<file path="src/rtl/ssd_pkg.sv">
// Shared types, constants and hex-to-segment table for the seven-segment scan controller.
package ssd_pkg;

    typedef enum logic {
        BLANK = 1'b0,
        DRIVE = 1'b1
    } state_t;

    localparam logic [6:0] SEG_OFF   = 7'h7F;
    localparam logic [3:0] ANODE_OFF = 4'hF;

    // Active-low segment pattern {g,f,e,d,c,b,a} for one hex digit.
    function automatic logic [6:0] hex_to_seg(input logic [3:0] hex);
        logic [6:0] seg;
        seg = SEG_OFF;
        case (hex)
            4'h0: seg = 7'h40;
            4'h1: seg = 7'h79;
            4'h2: seg = 7'h24;
            4'h3: seg = 7'h30;
            4'h4: seg = 7'h19;
            4'h5: seg = 7'h12;
            4'h6: seg = 7'h02;
            4'h7: seg = 7'h78;
            4'h8: seg = 7'h00;
            4'h9: seg = 7'h10;
            4'hA: seg = 7'h08;
            4'hB: seg = 7'h03;
            4'hC: seg = 7'h46;
            4'hD: seg = 7'h21;
            4'hE: seg = 7'h06;
            4'hF: seg = 7'h0E;
            default: seg = SEG_OFF;
        endcase
        return seg;
    endfunction

endpackage

</file>
<file path="src/rtl/ssd_scan_ctrl_if.sv">
// Write port, digit enables and display pins of the scan controller.
interface ssd_scan_ctrl_if;
    logic       wr;
    logic [1:0] sel;
    logic [3:0] num;
    logic [3:0] en_mask;
    logic [3:0] anode;
    logic [6:0] cathode;
    logic [1:0] digit_idx;
    logic       frame_done;

    modport master (
        output wr, sel, num, en_mask,
        input  anode, cathode, digit_idx, frame_done
    );

    modport slave (
        input  wr, sel, num, en_mask,
        output anode, cathode, digit_idx, frame_done
    );
endinterface

</file>
<file path="src/rtl/ssd_hex_decoder.sv">
// Combinational hex digit to active-low seven-segment decoder.
module ssd_hex_decoder
    import ssd_pkg::*;
(
    input  logic [3:0] hex,
    output logic [6:0] seg
);
    assign seg = hex_to_seg(hex);
endmodule

</file>
<file path="src/rtl/ssd_scan_ctrl.sv">
// Seven-segment scan controller: four digit registers driven one at a time,
// with an optional all-dark gap between digits to suppress ghosting.
//
//  state | meaning
//  BLANK | all anodes off, waiting out the inter-digit gap
//  DRIVE | anode of digit_idx on (if enabled), its segments on cathode
module ssd_scan_ctrl
    import ssd_pkg::*;
#(
    parameter int N_DIGITS    = 4,
    parameter int REFRESH_CNT = 50000,
    parameter int BLANK_CNT   = 500
) (
    input  logic           clk,
    input  logic           reset,
    ssd_scan_ctrl_if.slave bus
);
    localparam int MAX_CNT = (REFRESH_CNT > BLANK_CNT) ? REFRESH_CNT : BLANK_CNT;
    localparam int CNT_W   = $clog2(MAX_CNT + 1);
    localparam logic [CNT_W-1:0] DRIVE_LAST = CNT_W'(REFRESH_CNT - 1);
    localparam logic [CNT_W-1:0] BLANK_LAST = (BLANK_CNT > 0) ? CNT_W'(BLANK_CNT - 1) : '0;
    localparam logic [1:0]       LAST_IDX   = 2'(N_DIGITS - 1);

    state_t           state, state_nxt;
    logic [CNT_W-1:0] cnt, cnt_nxt;
    logic [1:0]       idx, idx_nxt;
    logic             frame_nxt;
    logic [3:0]       digit_reg [N_DIGITS];
    logic [3:0]       mux_hex;
    logic [6:0]       mux_seg;
    logic [3:0]       anode_nxt, anode_q;
    logic [6:0]       cathode_nxt, cathode_q;
    logic             frame_q;

    // Outputs are computed from the next slot so the pins change on the same edge as the state.
    assign mux_hex = digit_reg[idx_nxt];

    ssd_hex_decoder u_dec (
        .hex (mux_hex),
        .seg (mux_seg)
    );

    // Digit registers: writes land in any state; reset clears them.
    always_ff @(posedge clk or posedge reset) begin
        if (reset) begin
            for (int i = 0; i < N_DIGITS; i++) digit_reg[i] <= '0;
        end else if (bus.wr) begin
            digit_reg[bus.sel] <= bus.num;
        end
    end

    // Slot sequencing: counter runs up to the terminal count of the current state, then restarts at 0.
    always_comb begin
        state_nxt = state;
        cnt_nxt   = cnt + CNT_W'(1);
        idx_nxt   = idx;
        frame_nxt = 1'b0;
        case (state)
            BLANK: begin
                if (BLANK_CNT == 0 || cnt == BLANK_LAST) begin
                    state_nxt = DRIVE;
                    cnt_nxt   = '0;
                end
            end
            DRIVE: begin
                if (cnt == DRIVE_LAST) begin
                    state_nxt = (BLANK_CNT == 0) ? DRIVE : BLANK;
                    cnt_nxt   = '0;
                    idx_nxt   = idx + 2'd1;
                    frame_nxt = (idx == LAST_IDX);
                end
            end
            default: begin
                state_nxt = BLANK;
                cnt_nxt   = '0;
            end
        endcase
    end

    // Pin values for the coming cycle; a masked digit stays dark but keeps its segment pattern.
    always_comb begin
        anode_nxt   = ANODE_OFF;
        cathode_nxt = SEG_OFF;
        if (state_nxt == DRIVE) begin
            cathode_nxt = mux_seg;
            if (bus.en_mask[idx_nxt]) anode_nxt[idx_nxt] = 1'b0;
        end
    end

    // State, counter and registered pin drivers.
    always_ff @(posedge clk or posedge reset) begin
        if (reset) begin
            state     <= BLANK;
            cnt       <= '0;
            idx       <= '0;
            anode_q   <= ANODE_OFF;
            cathode_q <= SEG_OFF;
            frame_q   <= 1'b0;
        end else begin
            state     <= state_nxt;
            cnt       <= cnt_nxt;
            idx       <= idx_nxt;
            anode_q   <= anode_nxt;
            cathode_q <= cathode_nxt;
            frame_q   <= frame_nxt;
        end
    end

    assign bus.anode      = anode_q;
    assign bus.cathode    = cathode_q;
    assign bus.digit_idx  = idx;
    assign bus.frame_done = frame_q;

endmodule

</file>
<file path="src/flat_wrapper.sv">
// flat-port wrapper written by rule: the top's interface ports become plain ports
module ssd_scan_ctrl_flat import ssd_pkg::*;
#(
    parameter int N_DIGITS    = 4,
    parameter int REFRESH_CNT = 50000,
    parameter int BLANK_CNT   = 500
)
  (clk, reset, bus_wr, bus_sel, bus_num, bus_en_mask, bus_anode, bus_cathode, bus_digit_idx, bus_frame_done);
  ssd_scan_ctrl_if bus_i ();
  input  logic clk;
  input  logic reset;
  input wire logic [$bits(bus_i.wr)-1:0] bus_wr;
  input wire logic [$bits(bus_i.sel)-1:0] bus_sel;
  input wire logic [$bits(bus_i.num)-1:0] bus_num;
  input wire logic [$bits(bus_i.en_mask)-1:0] bus_en_mask;
  output wire logic [$bits(bus_i.anode)-1:0] bus_anode;
  output wire logic [$bits(bus_i.cathode)-1:0] bus_cathode;
  output wire logic [$bits(bus_i.digit_idx)-1:0] bus_digit_idx;
  output wire logic [$bits(bus_i.frame_done)-1:0] bus_frame_done;
  assign bus_i.wr = bus_wr;
  assign bus_i.sel = bus_sel;
  assign bus_i.num = bus_num;
  assign bus_i.en_mask = bus_en_mask;
  assign bus_anode = bus_i.anode;
  assign bus_cathode = bus_i.cathode;
  assign bus_digit_idx = bus_i.digit_idx;
  assign bus_frame_done = bus_i.frame_done;
  ssd_scan_ctrl #(.N_DIGITS(N_DIGITS), .REFRESH_CNT(REFRESH_CNT), .BLANK_CNT(BLANK_CNT)) u_core (.clk(clk), .reset(reset), .bus(bus_i));
endmodule
</file>
<file path="config.mk">
export PLATFORM = sky130hd
export DESIGN_NAME = ssd_scan_ctrl_flat
export DESIGN_NICKNAME = d
export VERILOG_FILES = /design/src/rtl/ssd_pkg.sv /design/src/rtl/ssd_scan_ctrl_if.sv /design/src/rtl/ssd_hex_decoder.sv /design/src/rtl/ssd_scan_ctrl.sv /design/src/flat_wrapper.sv
export SDC_FILE = /design/constraint.sdc
export NUM_CORES = 1
export LEC_CHECK = 0
export ABC_AREA = 1
export CAP_MARGIN = 20
export CORE_MARGIN = 1
export CORE_UTILIZATION = 61
export DETAILED_ROUTE_END_ITERATION = 8
export PLACE_DENSITY = 0.82
export SLEW_MARGIN = 20
export SYNTH_ARGS = -nofsm -noshare
export SYNTH_HDL_FRONTEND = slang
export SYNTH_SLANG_ARGS = --single-unit
</file>
<file path="constraint.sdc">
create_clock -name clk -period 6.6 [get_ports clk]
set_input_delay 0.99 -clock clk [delete_from_list [all_inputs] [get_ports clk]]
set_output_delay 0.99 -clock clk [all_outputs]
set_load 0.01 [all_outputs]
</file>
**Word level (Yosys, flattened, before mapping)**

Memory sizes are Yosys's and may differ from the RTL's.
Cells that the tools add are included.

- Bits of input ports: 13
- Memories: 1
- Bits in read-only memories: 112
- Register bits: 47
- Output and inout bits: 14

- Eq/ne operators: 3
- Bitwise gates (word level): 4
- $add $sub $neg: 2
- $lt $le $gt $ge: 5
- Mux-type cells: 23
- Reduce and logical (&&, ||, !) cells: 2

Memories:

| name | words | bits a word | rd ports | clocked after Yosys merged registers in | write ports | line | RTL |
|---|---|---|---|---|---|---|---|
| (no name shown) | 16 | 7 | 1 | 0 | 0 | ssd_pkg.sv:16 | `case (hex)` |

Operators by type and width:

| kind | number |
|---|---|
| 2-to-1 mux 16 bit | 2 |
| case mux 16 bit (2 select lines) | 1 |
| 2-to-1 mux 4 bit | 5 |
| adder 16 x 1 -> 16 bit, second input constant | 1 |
| bitwise mux 16 bit | 1 |
| == test 16 bit, second input constant | 1 |
| == test 16 x 9 -> 1 bit, second input constant | 1 |
| binary-select mux 4 bit (select 2 bit) | 1 |
| demux 4 bit (select 2 bit) | 1 |
| 2-to-1 mux 7 bit | 1 |
| >= comparator 3 bit, second input constant | 2 |
| 2-to-1 mux 1 bit | 6 |
| NOT 2 -> 3 bit | 2 |
| 2-to-1 mux 2 bit | 2 |
| NOT 4 bit | 1 |
| less-than comparator 2 x 3 -> 1 bit, second input constant | 1 |
| less-than comparator 3 x 1 -> 1 bit, second input constant | 1 |
| adder 2 x 1 -> 2 bit, second input constant | 1 |
| binary-select mux 1 bit (select 2 bit) | 1 |
| demux 1 bit (select 2 bit) | 1 |
| == test 2 bit, second input constant | 1 |
| >= comparator 2 x 1 -> 1 bit, second input constant | 1 |
| logical AND 1 bit | 2 |
| case mux 1 bit (2 select lines) | 1 |
| NOT 1 bit | 1 |

**Depth between registers and ports, before layout**

- Word-level depth: 10
- Mapped depth: 19

**Cells and area by module**

Synthesis repeated with hierarchy kept, for this count alone.

- Cells, all modules: 334
- Area total of the unflattened synthesis: 2552.4 sq um

By module, submodules not included:

| module | area an instance (sq um) | cells each | seq. area each (sq um) | instances |
|---|---|---|---|---|
| ssd_scan_ctrl | 2278.4 | 285 | 1189.9 | 1 |
| ssd_hex_decoder | 274.0 | 49 | 0.0 | 1 |

**Least setup slack after synthesis**

OpenSTA, ideal clock, no wires.

- Kind: reg-to-reg
- Start point: reg u_core.cnt[0]
- End point: reg u_core.cathode_q[3], in the netlist u_core.bus.cathode[3]
- Cell stages (with the launch flop): 18
- Arrival time: 2070 ps
- Required time: 6535 ps
- Buffers on the path: 1
- Setup slack: 4465 ps
- Period minus slack after synthesis: 2135 ps
- Library setup time: 65 ps
- Cells stage by stage: dfrtp_1 > ha_1 > nand2_1 > nor2_4 > nand4_2 > nand2_4 > buf_6 > nand2_1 > nand2_1 > nand2_1 > nand2_2 > inv_2 > ha_1 > inv_1 > nand3_1 > nand2_1 > nand2_1 > nand3_1

- Cells in the longest elaborated chain, start to end: 9
- Elaborated cells between the ends (all ways): 13
- Those cells by class: eq/ne: 2; mux: 9; bitwise: 1; memory: 1

Ends and longest elaborated chain:

| item | line | RTL |
|---|---|---|
| start: declaration | ssd_scan_ctrl.sv:25 | `logic [CNT_W-1:0] cnt, cnt_nxt;` |
| start signal: assignment | ssd_scan_ctrl.sv:101 | `cnt <= cnt_nxt;` |
| == test 16 bit | ssd_scan_ctrl.sv:66 | `if (cnt == DRIVE_LAST) begin` |
| 2-to-1 mux 2 bit | ssd_scan_ctrl.sv:66 |  |
| 2-to-1 mux 2 bit | ssd_scan_ctrl.sv:58 | `case (state)` |
| net u_core.idx_nxt[0] | ssd_scan_ctrl.sv:26 | `logic [1:0] idx, idx_nxt;` |
| NOT 2 -> 3 bit (not written as such) | ssd_scan_ctrl.sv:36 | `assign mux_hex = digit_reg[idx_nxt];` |
| binary-select mux 4 bit (select 2 bit) | ssd_scan_ctrl.sv:36 |  |
| 2-to-1 mux 4 bit (not written as such) (2 in series) | ssd_scan_ctrl.sv:36 |  |
| memory (16 x 7 bit) | - |  |
| 2-to-1 mux 7 bit | ssd_scan_ctrl.sv:84 | `if (state_nxt == DRIVE) begin` |
| net u_core.cathode_nxt[3] | ssd_scan_ctrl.sv:32 | `logic [6:0] cathode_nxt, cathode_q;` |
| end signal: assignment | ssd_scan_ctrl.sv:104 | `cathode_q <= cathode_nxt;` |
| end: declaration | ssd_scan_ctrl.sv:32 |  |

The timed path passes the listed nets, and every way through them passes these cells. The select of a mux whose other input is x is not followed.
A chain may end at the register's enable or synchronous reset.

**Worst setup path in the final report**

- Start point: reg u_core.cnt[0]
- End point: reg u_core.cathode_q[3], in the netlist u_core.bus.cathode[3]

- Cells in the longest elaborated chain, start to end: 9
- Elaborated cells between the ends (all ways): 13
- Those cells by class: eq/ne: 2; mux: 9; bitwise: 1; memory: 1

Ends and longest elaborated chain:

| item | line |
|---|---|
| == test 16 bit | ssd_scan_ctrl.sv:66 |
| 2-to-1 mux 2 bit | ssd_scan_ctrl.sv:66 |
| 2-to-1 mux 2 bit | ssd_scan_ctrl.sv:58 |
| NOT 2 -> 3 bit (not written as such) | ssd_scan_ctrl.sv:36 |
| binary-select mux 4 bit (select 2 bit) | ssd_scan_ctrl.sv:36 |
| 2-to-1 mux 4 bit (not written as such) (2 in series) | ssd_scan_ctrl.sv:36 |
| memory (16 x 7 bit) | - |
| 2-to-1 mux 7 bit * | ssd_scan_ctrl.sv:84 |
| net u_core.cathode_nxt[3] | ssd_scan_ctrl.sv:32 |

Mark *: on every way through the listed nets, which the timed path passes. The rest lies on a longest branch. The select of a mux whose other input is x is not followed.

==> summary.md <==
| Metric | Value |
|---|---|
| Result of the run | finished, final reports clean |
| Area Overhead vs Synth | 13.5% |
| Number of buffers added on ports | 26 |
| Fraction of layout instances using a drive strength above 1 | 17.0% |
| Area fraction in and, or, nand and nor cells after synthesis | 35.8% |
| Synth cell types | 41 |
| Accumulated negative setup slack | 0 ns |
| Pin count of the biggest net entering global routing | 48 |
| Primary FF master, synth | dfrtp_1 |
| Actual slew at the worst max-slew pin | 0.932 ns |
| Startpoint Class | flop |
| Maximum number of buffers from clock root to sink | 2 |
| Area fraction in compound gates after synthesis | 6.45% |
| Average via count per standard cell | 5.36 |
| Worst max-slew margin expressed relative to the limit | 37.7% |
| Unrepaired setup endpoints after global routing | no |
| Number of global-route vias before repair | 2,017 |
| Post-route DRC | 0 |
| Fin worst setup slack | 3.94 ns |
| Largest fanout of any net on the critical path | 16 |
| Clock transition time at the flip-flop clock pins of the worst setup and hold paths | 0.09 ns |
| CORE AREA | 4120 µm² |
| Std cell rows | 23 |
| Cell area after layout | 3040 µm² |
| Main combinational cell family by area after synthesis | simple AND/OR/NAND/NOR gates |
| Die X-Extent | 68.3 µm |
| PostCTS Resize Cnt | 0 |
| DIE AREA | 4660 µm² |
| Initial standard-cell utilization of the core | 65.1% |
| Final worst-path cycle share | 40.3% |
| Tmin final | 2.66 ns |
| Crit path DAT | 2.91 ns |
| Post-synthesis instance area | 2680 µm² |
| Clock latency at the later pin of the worst-skew pair | 0.31 ns |
| Antenna diodes | 0 |
| Most area-hungry cell type in the Yosys netlist | dfrtp_1 |
| Final ANT Viol Nets | 0 |
| Endpoint type of the worst setup path | flop |
| Final weighted congestion in routability-driven placement | 0.876 |
| Total of hold buffers inserted after clock tree synthesis | 0 |
| Post-detailed-placement half-perimeter wirelength | 3870 µm |
| Pwr per Cell Area | 195 nW/µm² |
| Initial DRC Count | 157 |
| Count of final setup violators | 0 |
| H-tree depth | 2 |
| TritonCTS clock tree | yes |
| Chip height | 68.3 µm |
| Portion of netlist area occupied by mux cells | 0% |
| Util after Layout | 73.9% |
| Number of antenna violations at the first check in global routing | 0 |
| CP Data Required Time | 6.85 ns |
| Overall Global Routing Usage | 26.6% |
| Net count of the mapped netlist | 340 |
| Clock Skew | 0.00336 ns |
| Adder-cell share of the synthesized area | 3.74% |
| Leading cell types by total area after synthesis | dfrtp_1, dfstp_2, nand2_1 |
| Minimum setup slack after placement | 3.96 ns |
| WHS | 0.461 ns |
| Via total after detailed routing | 2,133 |
| EDFF count, synth | 0 |
| Number of CTS-inserted buffers | 5 |
| Count of final max-slew check failures | 0 |
| Post-Synthesis Cells | 319 |
| Routed len/inst | 13.3 µm |
| Classification of the worst-slack hold path | reg2reg |
| Sequential-to-total area share from yosys stat | 44.4% |
| Fraction of synthesis flops using an asynchronous set or reset pin | 100% |
| Avg Synthesized Cell Area | 8.40 µm² |
| Placed cell area | 2950 µm² |
| Leakage power figure | 0.00140 µW |
| Global-route wire length before repair | 9080 µm |
| Portion of synthesized cell area occupied by the leading cell type | 33.6% |
| Final hold violation count | 0 |
| Total I/O pin count | 27 |
| Kind of critical path | reg2reg |
| Cell types with the highest counts after synthesis | nand2_1, inv_1, dfrtp_1, nand3_1, nor2_1 |
| Post-CTS Setup Inserts | 0 |
| Number of detailed-routing iterations run before antenna repair | 5 |
| Register bit total from synthesis | 47 |
| Congestion Overflow GR | 0 |
| MaxCap Viol Count | 0 |
| Root cell of the clock tree | clkbuf_8 |
| Max Clk Rate | 376 MHz |
| Yosys synthesis warning count | 0 |
| Sink count of the clock tree | 47 |
| Total wire length after detailed routing | 5310 µm |
| Most instantiated library cell after synthesis | nand2_1 |
| Final Net Count | 368 |
| Parity-gate share of the synthesized area counting xor and xnor cells | 1.31% |
| IR drop worst, VDD | 0.000150 V |
==> cell type report <==
cell class | instances | area (µm²)
inverters | 44 | 168
multi-input cells | 223 | 1270
clock inverters | 1 | 5.00
flip-flops and latches | 47 | 1190
repair buffers | 26 | 260
well taps | 50 | 62.6
fillers | 328 | 1080
clock buffers | 7 | 86.3
==> metal layers <==
metal	global-route usage (%)	part of all wire, %	wire [µm]	vias up
met2	41.2	46	2460	70
li1	-	-	-	1086
met3	4.33	5.0	263	10
met1	35.9	46	2470	967
met4	12.8	2.1	112	0
met5	0	0	0	-
==> power by group <==
part	total [µW]	internal [µW]	switching, µW	leakage [µW]
combinational	93.8	37.8	56.0	0.000774
sequential	315	304	11.4	0.000580
clock	184	84.7	99.4	0.0000482
==> worst paths after layout <==
kind | from | endpoint | slack, ns | depth (start not counted)
setup / recovery | u_core.cnt[0] | u_core.bus.cathode[3] | 3.94 | 16
hold / removal | u_core.cnt[0] | u_core.cnt[0] | 0.46 | 1
setup reg to reg | u_core.cnt[0] | u_core.bus.cathode[3] | 3.94 | 16
hold reg to reg | u_core.cnt[0] | u_core.cnt[0] | 0.46 | 1
max in group asynchronous | reset | u_core.bus.digit_idx[0] | 4.82 | 2
min in group asynchronous | reset | u_core.cnt[15] | 1.20 | 2
==> kinds of logic after synthesis <==
family,Yosys count
compound gates,30
fa+ha+maj,8
xor+xnor,4
flops,47
simple gates,181
buf+inv,49
==> through the flow <==
step	instances	power, µW
floorplan	319	387
global placement	390	411
detailed placement	390	413
CTS	398	592
global route	398	620
finish	398	593
==> critical path, stage by stage (launching register included) <==
cell and delay (ns):
dfrtp_1 0.37, ha_1 0.20, nand2_1 0.11, nor2_4 0.20, nand4_2 0.37, nand2_4 0.33, nand2_1 0.08, nand2_1 0.06
nand2_1 0.06, nand2_2 0.13, inv_2 0.07, ha_1 0.29, inv_1 0.06, nand3_1 0.07, nand2_1 0.07, nand2_1 0.05
nand3_1 0.08
==> layout by cell type (no fill, tap or decap), types with 2 or more instances in the layout <==
master / count
nor2_1: 28
nand3_4: 2
o21ai_0: 19
ha_1: 8
clkdlybuf4s50_1: 26
dfstp_2: 11
nand2_2: 10
nor3_1: 9
nor2_4: 3
xor2_1: 4
nand3_2: 2
inv_1: 37
o21ai_2: 2
inv_2: 6
clkbuf_8: 6
nand2_4: 5
a21oi_1: 3
nor2_2: 3
nand3_1: 36
nand2_1: 67
dfrtp_1: 36
nand4_1: 6
Note: power is estimated with default switching activity, not from simulation.
==> variant 1: new RTL, config.mk and constraints unchanged <==
`N_DIGITS` is set to 4 in 2 places; all go to 8.
--- a/src/rtl/ssd_scan_ctrl.sv
+++ b/src/rtl/ssd_scan_ctrl.sv
@@ -8,5 +8,5 @@
     import ssd_pkg::*;
 #(
-    parameter int N_DIGITS    = 4,
+    parameter int N_DIGITS    = 8,
     parameter int REFRESH_CNT = 50000,
     parameter int BLANK_CNT   = 500
--- a/src/flat_wrapper.sv
+++ b/src/flat_wrapper.sv
@@ -2,5 +2,5 @@
 module ssd_scan_ctrl_flat import ssd_pkg::*;
 #(
-    parameter int N_DIGITS    = 4,
+    parameter int N_DIGITS    = 8,
     parameter int REFRESH_CNT = 50000,
     parameter int BLANK_CNT   = 500
Function: no difference found for any inputs over 10 cycles, from zero or initial values and one cycle with reset high; that may be too few to reach the edited logic, so the function may still have changed.
==> variant 1 against the unedited design <==
  * Count of clock-buffer cells in the layout fell by 1
  * Sequential cell count did not move
  * Setup slack improved by 0.12 ns
  * Wire length rose by 2.1%
  * Cell area fell by 0.54%
  * Synthesized area fell by 3.3%
  * Power rose by 9.4%
  * Worst hold slack got worse by 0.0020 ns
  * Largest power group unchanged
==> variant 1: results <==
{
  "outcome": "finished clean",
  "placed_area_mm2": 0.00289,
  "syn_area_per_cell_um2": 8.07,
  "worstMarginPinSlew_ns": 0.948,
  "place_hpwl_um": 3970,
  "met1Wirelength_um": 2490,
  "drive_gt1_share_pct": 13.1,
  "grt_usage_pct": 27.3,
  "r2r_cells": 13,
  "synth_adder_area_share_pct": 3.86,
  "seq_area_frac_synth_pct": 45.9,
  "drt_iter0_drc": 236,
  "syn_nets": 342,
  "netSwitchingFraction_pct": 24.8,
  "r2r_slack_ns": 4.06,
  "nets": 372,
  "path_max_fanout": 7,
  "peakVddDrop_mv": 0.161,
  "wl_met2_um": 2600,
  "grt_pass1_wl_um": 9140,
  "rr_endpoint": "u_core.bus.cathode[5]",
  "met2_usage_pct": 44.4,
  "synthXorXnorAreaFrac_pct": 1.35,
  "met3_usage_pct": 6.76,
  "p_leak_nw": 1.48,
  "wl_um": 5420,
  "wl_met3_um": 242,
  "synth_cell_types": 37,
  "grt_pass1_vias": 2051,
  "met1_usage_pct": 35.4,
  "synth.area.top_cells": "dfrtp_1 35%, nand2_1 12%, dfstp_2 11%",
  "gp_congestion": 0.906,
  "combPwrFrac_pct": 13.3,
  "viasPerCell": 5.52,
  "arrival_ns": 2.78
}
==> variant 1: cell types whose count changed after synthesis, sizes merged, moves of 4 or more <==
cell,change
a21oi,+4
nand3,-4
nor2,+6
nand2,+7
inv,-4
nor3,-7
==> variant 1: area by class of cell <==
type	count	area [um^2]
clock buffers	6	72.6
clock inverters	2	60.1
fillers	289	1010
inverters	41	154
multi-input cells	230	1220
flip-flops and latches	47	1190
well taps	50	62.6
repair buffers	26	260
==> variant 1: cell families (layout without fill, tap and decap cells) <==
group / Yosys count / count (layout)
compound gates: 35 / 35
buf+inv: 44 / 75
simple gates: 183 / 183
fa+ha+maj: 8 / 8
flops: 47 / 47
xor+xnor: 4 / 4
==> variant 1: per-stage QoR <==
step                      setup WS (ns)  hold WS (ns)  total power [mW]
final                              4.06         0.459             0.649
after global placement             4.31         0.436             0.402
after detailed placement           4.11         0.454             0.404
after floorplan                    4.40         0.425             0.379
after CTS                          4.06         0.464             0.649
after global routing               3.83         0.491             0.677
==> variant 2: new RTL, same flow settings <==
Made on the original files. Reset style: synchronous (`reset`), changed in 2 clocked blocks.
--- a/src/rtl/ssd_scan_ctrl.sv
+++ b/src/rtl/ssd_scan_ctrl.sv
@@ -42,5 +42,5 @@
 
     // Digit registers: writes land in any state; reset clears them.
-    always_ff @(posedge clk or posedge reset) begin
+    always_ff @(posedge clk) begin
         if (reset) begin
             for (int i = 0; i < N_DIGITS; i++) digit_reg[i] <= '0;
@@ -89,5 +89,5 @@
 
     // State, counter and registered pin drivers.
-    always_ff @(posedge clk or posedge reset) begin
+    always_ff @(posedge clk) begin
         if (reset) begin
             state     <= BLANK;
Formal check against the unedited RTL: no difference found for any inputs over 10 cycles, from zero or initial values and one cycle with reset high; that may be too few to reach the edited logic, so the function may still have changed.
==> variant 2 against the unedited design <==
  * Power fell by 10%
  * Global-route usage fell by 1.7 points
  * Setup slack improved by 0.080 ns
  * Sequential cell count did not move
  * Combinational power fell by 47%
  * Synthesized area fell by 6.4%
  * Cell area fell by 5.5%
  * Wire length fell by 10%
  * Via count fell by 3.7%
  * Largest power group unchanged
  * Highest routed layer unchanged
==> variant 2: results <==
{
  "path_max_fanout": 14,
  "nets": 362,
  "synth_edf_count": 16,
  "place_hpwl_um": 3580,
  "synth_cells": 313,
  "worstMarginPinSlew_ns": 0.714,
  "rr_endpoint": "u_core.bus.cathode[1]",
  "wl_um": 4760,
  "fin_skew_ns": 0.00384,
  "grt_pass1_wl_um": 8180,
  "dr.pass1.iters": 4,
  "drive_gt1_share_pct": 12.6,
  "outcome": "finished clean",
  "placed_area_mm2": 0.00278,
  "dp_cells": 382,
  "synth_ff_type": "dfxtp_1",
  "r2r_slack_ns": 4.02,
  "whs_endpoint": "u_core.cnt[0]",
  "r2r_cells": 15,
  "regToRegStartpoint": "u_core.cnt[0]",
  "synth.area.top_cells": "dfxtp_1 25%, edfxtp_1 19%, nand2_1 9.1%",
  "power.internal_mw": 0.402,
  "syn_nets": 334,
  "drt_iter0_drc": 138,
  "grt_max_degree": 15,
  "arrival_ns": 2.79,
  "crit_slowest_cell": "dfxtp_1"
}
[variant 2: cell count changes after synthesis, moves of 6 or more]
cell,delta
dfxtp_1,+31
nand2_1,-6
edfxtp_1,+16
nor3b_1,+6
o21ai_0,-16
nor2_1,+11
dfstp_2,-11
dfrtp_1,-36
[variant 2: how the worst max path moves through the flow]
stage,startpoint,end,slack [ns],cells past startpoint
after floorplan,u_core.cnt[0],u_core.bus.cathode[0],4.47,16
after detailed placement,reset,u_core.cnt[15],3.92,6
after global routing,u_core.cnt[0],u_core.bus.cathode[1],3.71,15
after global placement,reset,u_core.cnt[15],3.98,6
after CTS,u_core.cnt[0],u_core.bus.cathode[1],4.02,15
final,u_core.cnt[0],u_core.bus.cathode[1],4.02,15
[variant 2: power groups by stage]
stage	Combinational [mW]	Sequential, mW	Clock (mW)
floorplan	0.0347	0.318	0
global placement	0.0480	0.318	0
detailed placement	0.0493	0.319	0
CTS	0.0496	0.312	0.174
global route	0.0564	0.313	0.184
finish	0.0499	0.312	0.172
[variant 2: kinds of logic after synthesis]
group                    Yosys count  synth area share [%]
AND/OR/NAND/NOR                  194                  39.5
buffers and inverters             49                  8.48
flip-flops                        47                  43.9
AO/OA/AOI/OAI                     12                  3.14
adder cells (fa/ha/maj)            8                  3.99
XOR/XNOR                           3                  1.05
[variant 2: layer usage]
layer | GRT usage (%) | wire [um]
met1 | 33.3 | 2420
met2 | 38.6 | 2040
met3 | 5.17 | 217
met5 | 0 | 0
met4 | 10.9 | 80
[variant 2: cell type report]
cell class / count / area [um^2]
well taps: 48 / 60.1
inverters: 44 / 166
clock buffers: 6 / 72.6
multi-input cells: 217 / 1200
repair buffers: 26 / 260
flip-flops and latches: 47 / 1100
clock inverters: 2 / 12.5
fillers: 327 / 927
